--- src/rtl/processing_core_ctrl.sv ---
// rtl/processing_core_ctrl.sv - per-channel ap_start/ap_ready/ap_done dispatch FSMs with hang timeout and sticky errors
module processing_core_ctrl #(
  parameter int N_CH    = 4,
  parameter int TIMEOUT = 1024,
  parameter int CH_W    = (N_CH > 1) ? $clog2(N_CH) : 1
) (
  input  logic            clk,
  input  logic            rst,
  input  logic            cmd_valid,
  input  logic [CH_W-1:0] cmd_ch,
  input  logic [1:0]      cmd_mode,
  output logic            cmd_ready,
  output logic [N_CH-1:0] ap_start,
  input  logic [N_CH-1:0] ap_ready,
  input  logic [N_CH-1:0] ap_done,
  output logic [N_CH-1:0] data_ready,
  output logic [N_CH-1:0] busy,
  output logic [N_CH-1:0] timeout_err,
  output logic            bad_cmd,
  input  logic [N_CH:0]   err_clr
);

  // TIMEOUT >= 2, so the counter is always at least one bit wide
  localparam int CNT_W = $clog2(TIMEOUT);
  localparam logic [CNT_W-1:0] CNT_LAST = CNT_W'(TIMEOUT - 1);

  typedef enum logic [2:0] {
    S_IDLE      = 3'd0,
    S_READ_EXEC = 3'd1,
    S_CUM_EXEC  = 3'd2,
    S_CUM_WAIT  = 3'd3,
    S_CUM_SEND  = 3'd4
  } state_e;

  state_e             state_q [N_CH];
  state_e             state_d [N_CH];
  logic [CNT_W-1:0]   cnt_q   [N_CH];
  logic [CNT_W-1:0]   cnt_d   [N_CH];
  // 1 = release on ap_done, 0 = release on ap_ready
  logic [N_CH-1:0]    mode_done_q, mode_done_d;
  logic [N_CH-1:0]    timeout_err_q, timeout_err_d;
  logic               bad_cmd_q, bad_cmd_d;

  logic [N_CH-1:0]    ch_hit;
  logic [N_CH-1:0]    idle_vec;
  logic               ch_valid;
  logic               accept;
  logic [N_CH-1:0]    to_set;
  logic               bad_set;

  // Channel decode and acceptance; out-of-range channels are always accepted so they can be flagged
  always_comb begin
    ch_hit   = '0;
    idle_vec = '0;
    for (int i = 0; i < N_CH; i++) begin
      ch_hit[i]   = (cmd_ch == CH_W'(i));
      idle_vec[i] = (state_q[i] == S_IDLE);
    end
    ch_valid  = |ch_hit;
    cmd_ready = !ch_valid || (|(ch_hit & idle_vec));
    accept    = cmd_valid && cmd_ready;
    bad_set   = accept && (!ch_valid || (cmd_mode == 2'b11));
  end

  // Per-channel next-state, counter and mode; an exit condition always beats the timeout
  always_comb begin
    to_set = '0;
    for (int i = 0; i < N_CH; i++) begin
      state_d[i]     = state_q[i];
      cnt_d[i]       = cnt_q[i];
      mode_done_d[i] = mode_done_q[i];
      case (state_q[i])
        S_IDLE: begin
          if (accept && ch_hit[i] && (cmd_mode != 2'b11)) begin
            if (cmd_mode == 2'b00) begin
              state_d[i] = S_READ_EXEC;
            end else begin
              state_d[i]     = S_CUM_EXEC;
              cnt_d[i]       = '0;
              mode_done_d[i] = cmd_mode[1];
            end
          end
        end
        S_READ_EXEC, S_CUM_SEND: begin
          state_d[i] = S_IDLE;
        end
        S_CUM_EXEC: begin
          if (ap_ready[i]) begin
            if (!mode_done_q[i] || ap_done[i]) begin
              state_d[i] = S_CUM_SEND;
            end else begin
              state_d[i] = S_CUM_WAIT;
              cnt_d[i]   = '0;
            end
          end else if (cnt_q[i] == CNT_LAST) begin
            state_d[i] = S_IDLE;
            to_set[i]  = 1'b1;
          end else begin
            cnt_d[i] = cnt_q[i] + CNT_W'(1);
          end
        end
        S_CUM_WAIT: begin
          if (ap_done[i]) begin
            state_d[i] = S_CUM_SEND;
          end else if (cnt_q[i] == CNT_LAST) begin
            state_d[i] = S_IDLE;
            to_set[i]  = 1'b1;
          end else begin
            cnt_d[i] = cnt_q[i] + CNT_W'(1);
          end
        end
        default: begin
          state_d[i] = S_IDLE;
        end
      endcase
    end
  end

  // Sticky error flags: a set in the same cycle as a clear wins
  always_comb begin
    timeout_err_d = (timeout_err_q & ~err_clr[N_CH-1:0]) | to_set;
    bad_cmd_d     = (bad_cmd_q & ~err_clr[N_CH]) | bad_set;
  end

  // State registers; async reset drops every channel back to IDLE at once
  always_ff @(posedge clk or posedge rst) begin
    if (rst) begin
      for (int i = 0; i < N_CH; i++) begin
        state_q[i] <= S_IDLE;
        cnt_q[i]   <= '0;
      end
      mode_done_q   <= '0;
      timeout_err_q <= '0;
      bad_cmd_q     <= 1'b0;
    end else begin
      for (int i = 0; i < N_CH; i++) begin
        state_q[i] <= state_d[i];
        cnt_q[i]   <= cnt_d[i];
      end
      mode_done_q   <= mode_done_d;
      timeout_err_q <= timeout_err_d;
      bad_cmd_q     <= bad_cmd_d;
    end
  end

  // Moore output decode from registered state
  always_comb begin
    ap_start   = '0;
    data_ready = '0;
    busy       = '0;
    for (int i = 0; i < N_CH; i++) begin
      ap_start[i]   = (state_q[i] == S_CUM_EXEC);
      data_ready[i] = (state_q[i] == S_READ_EXEC) || (state_q[i] == S_CUM_SEND);
      busy[i]       = (state_q[i] != S_IDLE);
    end
    timeout_err = timeout_err_q;
    bad_cmd     = bad_cmd_q;
  end

endmodule

--- config.mk ---
export PLATFORM = sky130hd
export DESIGN_NAME = processing_core_ctrl
export DESIGN_NICKNAME = d
export VERILOG_FILES = /design/src/rtl/processing_core_ctrl.sv
export SDC_FILE = /design/constraint.sdc
export NUM_CORES = 1
export LEC_CHECK = 0
export ABC_AREA = 1
export BUFFER_PORTS_ARGS = -buffer_cell sky130_fd_sc_hd__buf_2
export CAP_MARGIN = 10
export CORE_MARGIN = 2
export CORE_UTILIZATION = 55
export CTS_CLUSTER_DIAMETER = 50
export DETAILED_ROUTE_END_ITERATION = 16
export HOLD_SLACK_MARGIN = 0.03
export PLACE_DENSITY = 0.74
export SETUP_SLACK_MARGIN = 0.4
export SYNTH_ARGS = -nofsm -noshare
export SYNTH_HDL_FRONTEND = slang
export SYNTH_SLANG_ARGS = --single-unit
export TNS_END_PERCENT = 30
--- constraint.sdc ---
create_clock -name clk -period 2.5 [get_ports clk]
set_input_delay 0.5 -clock clk [delete_from_list [all_inputs] [get_ports clk]]
set_output_delay 0.5 -clock clk [all_outputs]
set_load 0.005 [all_outputs]
==> metrics.yaml <==
place:
  place.gp.congestion: 0.860
  place_ws_ps: 496
  hpwl_um: 7660
  dpl_cell_area_um2: 4770
  io_buffer_count: 37
power_and_ir_drop:
  ir_drop_mv: 0.593
  combPwrFrac_pct: 39.8
  power_frac_clock_pct: 27.5
  power_density_nw_per_um2: 730
  switching_share_pct: 42.5
  pwr-share-seq_pct: 32.7
  internal_power_mw: 2.10
  switchingPower_mw: 1.55
  power.total_mw: 3.65
  p_leak_nw: 2.72
synthesis:
  ys_top_cells_by_area: "dfrtp_1 34%, nand2_1 22%, nand3_1 8.9%"
  ys.warnings.count: 0
  async_reset_ff_share_pct: 100
  syn-cell-area_um2: 4450
  yosysMostFrequentCell: "nand2_1"
  ys_types: 34
  yosysTopAreaCell: "dfrtp_1"
  synth-edff-count: 0
  ys_seq_area_share_pct: 34.3
  yosys-top-cells-count: "258 x nand2_1, 85 x inv_1, 79 x nand3_1, 61 x dfrtp_1, 58 x nor2_1"
  ys_ff_latch: 61
  synth_ff_type: "dfrtp_1"
  netlist_instances: 682
  syn-num-nets: 706
  synth_top_area_share_pct: 34.3
  postSynthAreaPerCell_um2: 6.52
cells_and_area:
  syn_to_final_growth_pct: 12.5
  fill_cells: 719
  register_area_um2: 1530
  drive_gt1_share_pct: 13.6
  nNetsFinal: 753
  multi_input_area_um2: 2570
  final_util_pct: 64.4
  num_antenna_cells: 0
  design_area_um2: 5000
sta:
  clock_skew_ps: 9.51
  fin_ws_ps: 488
  fmax_ghz: 0.497
  tightestPinTransition_ps: 574
  rsz0062_at_grt: "true"
  setup_tns_ps: 0
  finalSetupViolCount: 0
  slew_headroom_pct: 61.3
  finalMaxSlewViolations: 0
  finalHoldViolCount: 0
  min_period_ps: 2010
  period_share_pct: 80.5
clocking:
  clock_latency_ps: 340
  cts-buffers-inserted: 9
  cts_tree: "done"
  clkSinkCount: 61
  cts_root_buf: "clkbuf_8"
  path_clk_slew_ps: 80
  htree_levels: 3
  clock_path_buffers: 2
  cts_setup_buffers: 0
critical_path:
  reg2reg_setup_slack_ps: 620
  cp.arrival_ps: 1510
  path_class: "reg -> out"
  start_kind: "flip-flop"
  critical_path.max_fanout: 7
  crit_required_ps: 2000
  cp-end-kind: "output pin"
min_path:
  hold_path.class: "in -> async"
floorplanning:
  rows: 32
  start_util_pct: 57.2
  chipWidth_um: 93.9
  io_pins: 38
  core_area_um2: 7770
  die_h_um: 93.9
  die_area_um2: 8820
global_routing:
  track_usage_pct: 25.5
  grt_pass1_wl_um: 18200
  grt-ovfl-total: 0
  grt_antenna_before_repair: 0
  grt_pass1_vias: 4064
  grt_start_max_net_pins: 44
routing:
  route.met3.wl_um: 452
  wl_per_cell_um: 12.6
  wl_met2_um: 4820
  vias_per_cell: 5.34
  drt-met1-wl_um: 5120
  dr.first_iter.drc_count: 193
  drc: 0
  first_pass_iters: 4
  routed_wirelength_um: 10500
  drtAntennaViolNets: 0
  highest_layer: "met4"
  vias: 4465
outcome:
  status: "finished clean"
job:
  maxCapViolCount: 0
what timing repair did:
action / 4_1_cts / 5_1_grt
gates resized for setup: 0 / 3
hold buffers: 0 / 0
endpoints found under the setup margin: 0 / 13
critical path, stage by stage (launching register included):
cell	delay, ps
dfrtp_1	450
nor2_1	270
nand2_1	160
inv_2	160
buf_2	130
layout make-up:
type / instances / area share [%]
inverters: 90 / 6.75
clock buffers: 10 / 2.75
well taps: 102 / 2.55
repair buffers: 40 / 4.40
flip-flops and latches: 61 / 30.5
clock inverters: 6 / 1.73
multi-input cells: 527 / 51.3
power by group through the flow:
stage / Sequential, mW / Combinational, mW / Clock, mW
after global routing: 1.21 / 1.63 / 1.07
after floorplan: 1.18 / 1.06 / 0
after global placement: 1.21 / 1.43 / 0
after CTS: 1.19 / 1.45 / 1.03
after detailed placement: 1.21 / 1.45 / 0
final: 1.19 / 1.46 / 1.00
stage by stage:
step / std cells / hold slack (ps)
global route: 836 / 200
CTS: 836 / 175
floorplan: 682 / 463
global placement: 820 / 488
finish: 836 / 164
detailed placement: 820 / 497
worst paths after layout:
check,from,end,cells after the start
setup / recovery,state_q[8],ap_start[1],4
hold / removal,rst,cnt_q[32],2
setup reg to reg,cnt_q[10],cnt_q[13],9
hold reg to reg,cnt_q[36],cnt_q[36],2
max in group asynchronous,rst,mode_done_q[0],3
min in group clk,err_clr[0],timeout_err[0],2
layout by cell type, fill, tap and decap left out, types with 3 or more instances in the layout:
master    instances
nor2_4            3
nor2_1           58
a21oi_1          13
nand4_1          23
nor3_4            4
o21ai_0          24
nand2_2           3
nand2_1         258
nor3_1            3
clkbuf_8         10
o21ai_2           3
nor2_2            8
xnor2_1           4
ha_1              4
nand2_4           8
buf_2            37
inv_2             5
inv_1            83
dfrtp_1          61
xor2_1            9
nand3_2           8
o22ai_1           5
nand3_1          77
state kept, by name (all words and copies together) (netlist names):
signal,cells
bad_cmd,1
cnt_q,40
mode_done_q,4
state_q,12
timeout_err,4
cells by family after synthesis:
kind of cell	after synthesis	share of synthesized area, %
and+or+nand+nor	457	46.9
DFF	61	34.3
adders and majority gates	4	1.13
buffers and inverters	94	8.19
AOI/OAI and AO/OA	53	6.87
xor gates and xnor gates	13	2.56
metal layers:
| metal | GRT usage (%) | up-vias |
|---|---|---|
| met5 | 0 | - |
| met4 | 5.92 | 0 |
| met1 | 34.8 | 2066 |
| li1 | - | 2281 |
| met2 | 42.3 | 107 |
| met3 | 4.57 | 11 |
Note: power is estimated with default switching activity, not from simulation.
